$ cat config.mk
export PLATFORM = sky130hd
export DESIGN_NAME = cmos_sync_tx
export DESIGN_NICKNAME = d
export VERILOG_FILES = /design/src/rtl/cmos_sync_tx.sv
export SDC_FILE = /design/constraint.sdc
export NUM_CORES = 1
export LEC_CHECK = 0
export ABC_AREA = 1
export CAP_MARGIN = 20
export CORE_MARGIN = 1.5
export CORE_UTILIZATION = 58
export CTS_CLUSTER_SIZE = 16
export DETAILED_ROUTE_END_ITERATION = 8
export DONT_BUFFER_PORTS = 1
export MAX_ROUTING_LAYER = met4
export PLACE_DENSITY = 0.74
export SYNTH_ARGS = -nofsm -noshare
export SYNTH_HDL_FRONTEND = slang
export SYNTH_SLANG_ARGS = --single-unit
$ cat constraint.sdc
create_clock -name clk -period 1.6 [get_ports clk]
set_input_delay 0.32 -clock clk [delete_from_list [all_inputs] [get_ports clk]]
set_output_delay 0.32 -clock clk [all_outputs]
set_load 0.1 [all_outputs]
$ cat src/rtl/cmos_sync_tx.sv
// CMOS sensor stand-in: emits SAV/EAV-framed lines (FF 00 00 XY) with a
// deterministic pixel ramp on valid lines, one byte per clock.
module cmos_sync_tx #(
    parameter int unsigned H_ACTIVE   = 64,
    parameter int unsigned H_BLANK    = 16,
    parameter int unsigned V_PRE      = 8,
    parameter int unsigned V_ACTIVE   = 32,
    parameter int unsigned V_POST     = 4,
    parameter logic [7:0]  BLANK_BYTE = 8'h10
) (
    input  logic       clk,
    input  logic       rst,
    input  logic       en,
    output logic [7:0] bayer,
    output logic       sof,
    output logic       eof,
    output logic       busy
);

    typedef enum logic [2:0] {IDLE, SAV, PAYLOAD, EAV, HBLANK} state_t;

    localparam logic [13:0] PAY_LAST    = 14'(H_ACTIVE - 1);
    localparam logic [13:0] BLANK_LAST  = 14'(H_BLANK - 1);
    localparam logic [11:0] LINE_LAST   = 12'(V_PRE + V_ACTIVE + V_POST - 1);
    localparam logic [11:0] VALID_FIRST = 12'(V_PRE);
    localparam logic [11:0] VALID_END   = 12'(V_PRE + V_ACTIVE);

    state_t      state_q, state_d;
    logic [13:0] colCnt_q, colCnt_d;
    logic [11:0] lineCnt_q, lineCnt_d;
    logic [7:0]  frameCnt_q, frameCnt_d;
    logic [7:0]  frameBase_q, frameBase_d;
    logic [7:0]  lineStart_q, lineStart_d;
    logic [7:0]  pix_q, pix_d;
    logic [7:0]  bayer_q, bayer_d;
    logic        sof_q, sof_d;
    logic        eof_q, eof_d;
    logic        busy_q, busy_d;

    logic        validLine;
    logic [7:0]  nextBase;
    logic [7:0]  codeByte;

    // Pixel values live in 0x01..0xFE so the payload can never mimic a sync code.
    function automatic logic [7:0] pixInc(input logic [7:0] v);
        return (v == 8'hFE) ? 8'h01 : v + 8'h01;
    endfunction

    assign validLine = (lineCnt_q >= VALID_FIRST) && (lineCnt_q < VALID_END);
    // frameBase tracks (frame_cnt mod 254) + 1; an 8-bit wrap lands back on 1.
    assign nextBase  = (frameCnt_q == 8'hFF) ? 8'h01 : pixInc(frameBase_q);

    always_comb begin
        codeByte = 8'h00;
        case (colCnt_q[1:0])
            2'd0:    codeByte = 8'hFF;
            2'd3: begin
                if (state_q == SAV) codeByte = validLine ? 8'h80 : 8'hAB;
                else                codeByte = validLine ? 8'h9D : 8'hB6;
            end
            default: codeByte = 8'h00;
        endcase
    end

    // Outputs are registered one cycle behind the state that produced them.
    always_comb begin
        state_d     = state_q;
        colCnt_d    = colCnt_q;
        lineCnt_d   = lineCnt_q;
        frameCnt_d  = frameCnt_q;
        frameBase_d = frameBase_q;
        lineStart_d = lineStart_q;
        pix_d       = pix_q;
        bayer_d     = BLANK_BYTE;
        sof_d       = 1'b0;
        eof_d       = 1'b0;
        busy_d      = (state_q != IDLE);

        case (state_q)
            IDLE: begin
                if (en) begin
                    state_d   = SAV;
                    colCnt_d  = 14'd0;
                    lineCnt_d = 12'd0;
                end
            end
            SAV: begin
                bayer_d = codeByte;
                sof_d   = (colCnt_q == 14'd0) && (lineCnt_q == 12'd0);
                if (colCnt_q == 14'd3) begin
                    state_d  = PAYLOAD;
                    colCnt_d = 14'd0;
                    pix_d    = lineStart_q;
                end else begin
                    colCnt_d = colCnt_q + 14'd1;
                end
            end
            PAYLOAD: begin
                bayer_d = validLine ? pix_q : BLANK_BYTE;
                pix_d   = pixInc(pix_q);
                if (colCnt_q == PAY_LAST) begin
                    state_d  = EAV;
                    colCnt_d = 14'd0;
                end else begin
                    colCnt_d = colCnt_q + 14'd1;
                end
            end
            EAV: begin
                bayer_d = codeByte;
                if (colCnt_q == 14'd3) begin
                    state_d  = HBLANK;
                    colCnt_d = 14'd0;
                end else begin
                    colCnt_d = colCnt_q + 14'd1;
                end
            end
            HBLANK: begin
                if (colCnt_q == BLANK_LAST) begin
                    colCnt_d = 14'd0;
                    if (validLine) lineStart_d = pixInc(lineStart_q);
                    if (lineCnt_q == LINE_LAST) begin
                        eof_d       = 1'b1;
                        frameCnt_d  = frameCnt_q + 8'd1;
                        frameBase_d = nextBase;
                        lineStart_d = nextBase;
                        lineCnt_d   = 12'd0;
                        state_d     = en ? SAV : IDLE;
                    end else begin
                        lineCnt_d = lineCnt_q + 12'd1;
                        state_d   = SAV;
                    end
                end else begin
                    colCnt_d = colCnt_q + 14'd1;
                end
            end
            default: state_d = IDLE;
        endcase
    end

    always_ff @(posedge clk) begin
        if (rst) begin
            state_q     <= IDLE;
            colCnt_q    <= 14'd0;
            lineCnt_q   <= 12'd0;
            frameCnt_q  <= 8'd0;
            frameBase_q <= 8'h01;
            lineStart_q <= 8'h01;
            pix_q       <= 8'h00;
            bayer_q     <= BLANK_BYTE;
            sof_q       <= 1'b0;
            eof_q       <= 1'b0;
            busy_q      <= 1'b0;
        end else begin
            state_q     <= state_d;
            colCnt_q    <= colCnt_d;
            lineCnt_q   <= lineCnt_d;
            frameCnt_q  <= frameCnt_d;
            frameBase_q <= frameBase_d;
            lineStart_q <= lineStart_d;
            pix_q       <= pix_d;
            bayer_q     <= bayer_d;
            sof_q       <= sof_d;
            eof_q       <= eof_d;
            busy_q      <= busy_d;
        end
    end

    assign bayer = bayer_q;
    assign sof   = sof_q;
    assign eof   = eof_q;
    assign busy  = busy_q;

endmodule

# --- After elaboration in Yosys (flattened, before gate mapping) ---
# Index checks and enable logic that the tools add are counted.
word_totals:
  reg_bits: 72
  out_inout_bits: 11
  inputBits: 3
  word_cells: 92
op_classes:
  n_addsub: 6
  n_reduce_logical: 20
  n_eq_ne: 18
  order_cmp: 2
  muxes: 32
  bitwise: 3
ops:
  columns: ["cell", "count"]
  rows:
  - ["2-to-1 mux 8 bit", 8]
  - ["2-to-1 mux 14 bit", 4]
  - ["case mux 14 bit (4 select lines)", 1]
  - ["case mux 8 bit (2 select lines)", 3]
  - ["2-to-1 mux 12 bit", 3]
  - ["adder 8 x 1 -> 8 bit (second input constant)", 4]
  - ["equality test 8 bit (second input constant)", 4]
  - ["case mux 12 bit (2 select lines)", 1]
  - ["2-to-1 mux 6 bit", 3]
  - ["2-to-1 mux 3 bit", 5]
  - ["case mux 3 bit (5 select lines)", 1]
  - ["adder 14 x 1 -> 14 bit (second input constant)", 1]
  - ["equality test 14 x 2 -> 1 bit (second input constant)", 1]
  - ["equality test 14 x 4 -> 1 bit (second input constant)", 1]
  - ["equality test 14 x 6 -> 1 bit (second input constant)", 1]
  - ["zero test 14 bit", 1]
  - ["adder 12 x 1 -> 12 bit (second input constant)", 1]
  - ["equality test 12 x 6 -> 1 bit (second input constant)", 1]
  - [">= comparator 12 x 4 -> 1 bit (second input constant)", 1]
  - ["zero test 12 bit", 1]
  - ["less-than comparator 12 x 6 -> 1 bit (second input constant)", 1]
  - ["AND reduction 3 bit", 3]
  - ["inequality test 2 bit (second input constant)", 4]
  - ["equality test 3 x 2 -> 1 bit (second input constant)", 2]
  - ["other kinds (16)", 25]

# --- Depth between registers and ports, before layout ---
logic_depth:
  ltp_word: 6
  mapped_depth: 12
  ltp_nobuf: 11

# --- Worst setup path after synthesis ---
# No wires, ideal clock.
synth_timing:
  kind: "register to register"
  startpoint: "reg lineCnt_q[0]"
  endpoint: "reg frameCnt_q[7]"
  setup_ns: 0.071
  synth_period_minus_slack_ns: 1.603
  slack_ns: -0.003
  path_stages_with_launch: 11
  required_time_ns: 1.529
  arrival_time_ns: 1.533
  n_path_buf: 1
  cell_sequence: "dfxtp_1 -> ha_1 -> buf_2 -> inv_1 -> nor3_1 -> nand3_2 -> nor2_2 -> nand2_2 -> inv_2 -> nand2_1 -> a21oi_1"
synth_via:
  elab_chain_cells: 2
synth_rtl:
  columns: ["element", "line", "rtl"]
  rows:
  - ["start, declared", "30", "logic [11:0] lineCnt_q, lineCnt_d;"]
  - ["start signal, assigned", "156", "lineCnt_q <= lineCnt_d;"]
  - ["equality test 12 x 6 -> 1 bit", "121", "if (lineCnt_q == LINE_LAST) begin"]
  - ["AND reduction 3 bit (no line)", null, null]
  - ["end signal, assigned", "157", "frameCnt_q <= frameCnt_d;"]
  - ["end, declared", "31", "logic [7:0] frameCnt_q, frameCnt_d;"]
# Every way passes these cells.
# A chain may end at the register's enable or synchronous reset.

# --- Worst setup path after layout ---
layout_timing:
  startpoint: "reg colCnt_q[0]"
  endpoint: "reg state_q[1]"
layout_via:
  elab_chain_cells: 3
  word_cells_on_any_way: 8
  classes_between: "eq/ne: 7; reduce/logical: 1"
layout_rtl:
  columns: ["element", "line", "rtl"]
  rows:
  - ["start, declared", "29", "logic [13:0] colCnt_q, colCnt_d;"]
  - ["start signal, assigned", "155", "colCnt_q <= colCnt_d;"]
  - ["equality test 14 x 4 -> 1 bit (tied with other cells)", "118", "if (colCnt_q == BLANK_LAST) begin"]
  - ["inequality test 2 bit (no line) / inequality test 2 x 1 -> 1 bit (equally long branches)", null, null]
  - ["AND reduction 5 bit (no line) *", null, null]
  - ["end signal, assigned", "154", "state_q <= state_d;"]
  - ["end, declared", "28", "state_t state_q, state_d;"]
# Every way passes the cells marked *; elsewhere a longest branch is shown, timed or not.

==> impl_results.rst <==
.. list-table::
   :header-rows: 1

   * - Metric
     - Value
   * - Post-Route WL
     - 12400 microns
   * - DRC violations left
     - 0
   * - N_diodes
     - 0
   * - Clock root cell
     - sky130_fd_sc_hd__clkbuf_8
   * - Yosys warning count
     - 0
   * - Classification of the worst-slack hold path
     - in -> reg
   * - Clock tree sinks
     - 72
   * - Crit path launch type
     - flip-flop
   * - Area growth from synthesis to final layout
     - 27.6%
   * - Maximum frequency from static timing analysis
     - 607 MHz
   * - Sequential cell area fraction in the yosys report
     - 0.325
   * - Worst vdd rail ir drop
     - 806 uV
   * - Nets
     - 784
   * - Sw frac
     - 0.434
   * - Max_cap viols
     - 0
   * - # setup viols final
     - 4
   * - Number of hold violations in the final report
     - 0
   * - Cells after DPL
     - 834
   * - Worst-case clock skew
     - 0.00741 ns
   * - Width of the chip
     - 90.5 microns
   * - Failing checks
     - negative setup slack
   * - Cell type group with the largest total delay on the critical path
     - simple AND/OR/NAND/NOR gates
   * - Grt ovf
     - 0
   * - Count of TritonRoute iterations in the first routing pass
     - 5
   * - Post-route setup slack
     - -0.0483 ns
   * - Total of flip-flops plus latches after synthesis
     - 72
   * - Synthesized netlist cell count
     - 689
   * - Largest net degree at the start of global routing
     - 38
   * - Wire per inst
     - 14.2 microns
   * - Worst slew margin relative to its limit
     - 0.720
   * - Cell mode on critical path
     - sky130_fd_sc_hd__nand2_1
   * - Netlist area before placement
     - 0.00444 sq mm
   * - Wire length of the first global-routing pass
     - 18700 microns
   * - Net Count, Synth
     - 705
   * - Final instance area
     - 0.00567 sq mm
   * - Insertion delay of the later-clocked pin in the worst-skew pair
     - 0.37 ns
   * - DRC violation total after the first TritonRoute iteration
     - 283
   * - Number of nets with antenna violations after detailed routing
     - 0
   * - I/O pins
     - 14
   * - Run status
     - complete, but fails checks
   * - Placed cell area
     - 0.00497 sq mm
   * - Average cell area after synthesis
     - 6.44 sq um
   * - Clock power frac
     - 0.231
   * - Clock transition at the register clock pins on the worst setup and hold paths after CTS
     - 0.08 ns
   * - Final design utilization
     - 0.773
   * - Global-route usage over all layers
     - 0.288
   * - Total of buffers placed on input and output ports
     - 0
   * - Leakage
     - 2.53 nW
   * - Via count
     - 4826
   * - Power density cells
     - 1150 mW/mm^2
   * - Die Height
     - 90.5 microns
   * - Number of antenna violations at the first check in global routing
     - 0
   * - Combinational cell fraction of total power
     - 0.433
   * - Inserted Clock Buffers
     - 9
   * - Required time at the worst-slack endpoint
     - 1.91 ns
   * - CTS tree
     - yes
   * - Seq pwr share
     - 0.336
   * - Via count of the first global-routing pass
     - 4305
   * - Hpwl dp
     - 8010 microns
   * - Depth of the CTS H-tree
     - 3
   * - Worst endpoint data arrival time
     - 1.95 ns
   * - Initial core utilization
     - 0.606
   * - Tmin final
     - 1.65 ns
   * - Net switching power of the design
     - 2.83 mW
   * - Final Non-Filler Cells
     - 872
   * - Transition time at the pin with the least slew margin
     - 0.420 ns
   * - Buf+Inv Stages, Crit Path
     - 2
   * - Number of max-slew violations in the final report
     - 0
   * - Critical path class
     - reg -> reg
   * - Kind of capture point of the worst setup path
     - flip-flop
   * - Setup repair after global routing missed its margin
     - true
   * - Highest-delay cell along the critical path
     - sky130_fd_sc_hd__dfxtp_2
   * - Final cycle utilization of the critical path
     - 1.03
   * - Fraction of final layout cells with drive strength greater than 1
     - 0.274
   * - Critical-path cell list
     - ha_4, buf_4, inv_2, nor2_2, nand2_1, nand2_2, nand4_1, nand2_1, nand2_1, nor2_1
   * - Distinct cells, synth
     - 36
   * - Total internal power
     - 3.70 mW
   * - Buffer depth of the longest clock path
     - 2
   * - Maximum single-stage delay on the critical path
     - 0.36 ns
   * - Total power
     - 6.53 mW
   * - Final RePlAce weighted congestion
     - 0.935
   * - Floorplan core area
     - 0.00733 sq mm
   * - Maximum fanout encountered on the critical timing path
     - 4
   * - Floorplan die area
     - 0.00819 sq mm
   * - Vias/cell
     - 5.53
   * - Count of standard-cell rows
     - 31
## stage by stage
stage          setup WS (ns)  hold slack [ns]  setup TNS [ns]
4_1_cts              -0.0102          0.00510         -0.0140
3_5_place_dp         -0.0819            0.394          -0.347
2_1_floorplan         0.0143            0.457               0
3_3_place_gp         -0.0103            0.393         -0.0158
5_1_grt               -0.167         -0.00537           -2.40
6_report             -0.0483          0.00659         -0.0945
## routing by layer
layer	track usage	routed length [microns]
met5	-	0
met2	0.471	6010
met4	0.126	284
met3	0.0446	726
met1	0.351	5370
## cell usage after synthesis (all sizes together)
| master | n | area [sq um] |
|---|---|---|
| nand3 | 54 | 288 |
| o21bai | 5 | 37.5 |
| nand4 | 25 | 178 |
| o211ai | 5 | 37.5 |
| nor4 | 1 | 6.26 |
| o21ai | 33 | 165 |
| xnor2 | 5 | 43.8 |
| and3 | 3 | 18.8 |
| a21o | 1 | 7.51 |
| nor2 | 113 | 503 |
| o2111ai | 1 | 8.76 |
| dfxtp | 72 | 1440 |
| a21oi | 43 | 215 |
| xor2 | 11 | 96.3 |
| nand2 | 192 | 743 |
| o22ai | 2 | 12.5 |
| nor3 | 13 | 65.1 |
| buf | 10 | 73.8 |
| a31o | 1 | 8.76 |
| ha | 13 | 163 |
| clkbuf | 6 | 22.5 |
| or2 | 2 | 12.5 |
| inv | 78 | 293 |
## layout make-up
class	count	area, sq um
repair buffers	84	692
flip-flops and latches	72	1470
inverters	78	300
fillers	533	1660
clock buffers	11	141
clock inverters	5	56.3
multi-input cells	523	2880
well taps	99	124
## cells in the final DEF, fill, tap and decap left out, types with 16 or more instances in the layout
master / count
sky130_fd_sc_hd__nor2_1: 82
sky130_fd_sc_hd__nand3_1: 47
sky130_fd_sc_hd__dfxtp_1: 52
sky130_fd_sc_hd__dfxtp_2: 19
sky130_fd_sc_hd__buf_4: 75
sky130_fd_sc_hd__nand2_1: 168
sky130_fd_sc_hd__nand4_1: 23
sky130_fd_sc_hd__o21ai_0: 24
sky130_fd_sc_hd__inv_1: 63
sky130_fd_sc_hd__a21oi_1: 40
sky130_fd_sc_hd__nor2_2: 16
sky130_fd_sc_hd__nand2_2: 20
## sequential cells by signal, indices dropped and copies added, names as in the netlist
name / count
eof: 1
colCnt_q: 14
frameCnt_q: 8
frameBase_q: 8
state_q: 3
sof: 1
pix_q: 8
lineCnt_q: 12
lineStart_q: 8
bayer: 8
busy: 1
## logic make-up after synthesis
| logic type | share of synthesized area |
|---|---|
| AOI/OAI and AO/OA | 0.111 |
| xor gates and xnor gates | 0.0316 |
| adders and majority gates | 0.0366 |
| buffers and inverters | 0.0876 |
| DFF | 0.325 |
| and+or+nand+nor | 0.409 |
## worst paths after layout
check / startpoint / endpoint / slack, ns / depth (start not counted)
hold / removal: rst / bayer[2] / 0.007 / 1
setup reg to reg: colCnt_q[0] / state_q[1] / -0.05 / 10
setup / recovery: colCnt_q[0] / state_q[1] / -0.05 / 10
hold reg to reg: lineCnt_q[10] / lineCnt_q[10] / 0.49 / 2
## power groups by stage
stage | clock network, mW | registers, mW | logic, mW
after global routing | 1.60 | 2.21 | 3.02
final | 1.51 | 2.19 | 2.83
after detailed placement | 0 | 2.19 | 2.36
after CTS | 1.50 | 2.15 | 2.40
after floorplan | 0 | 2.75 | 1.09
after global placement | 0 | 2.18 | 2.31
## repair_timing
action,in CTS,in global routing
setup buffers,2,19
cloned,0,1
pin swaps,2,31
endpoints found under the hold margin,0,1
setup endpoints to repair,22,65
gates resized for setup,9,99
hold buffers,0,1
Power figures use the tool's default switching activity.
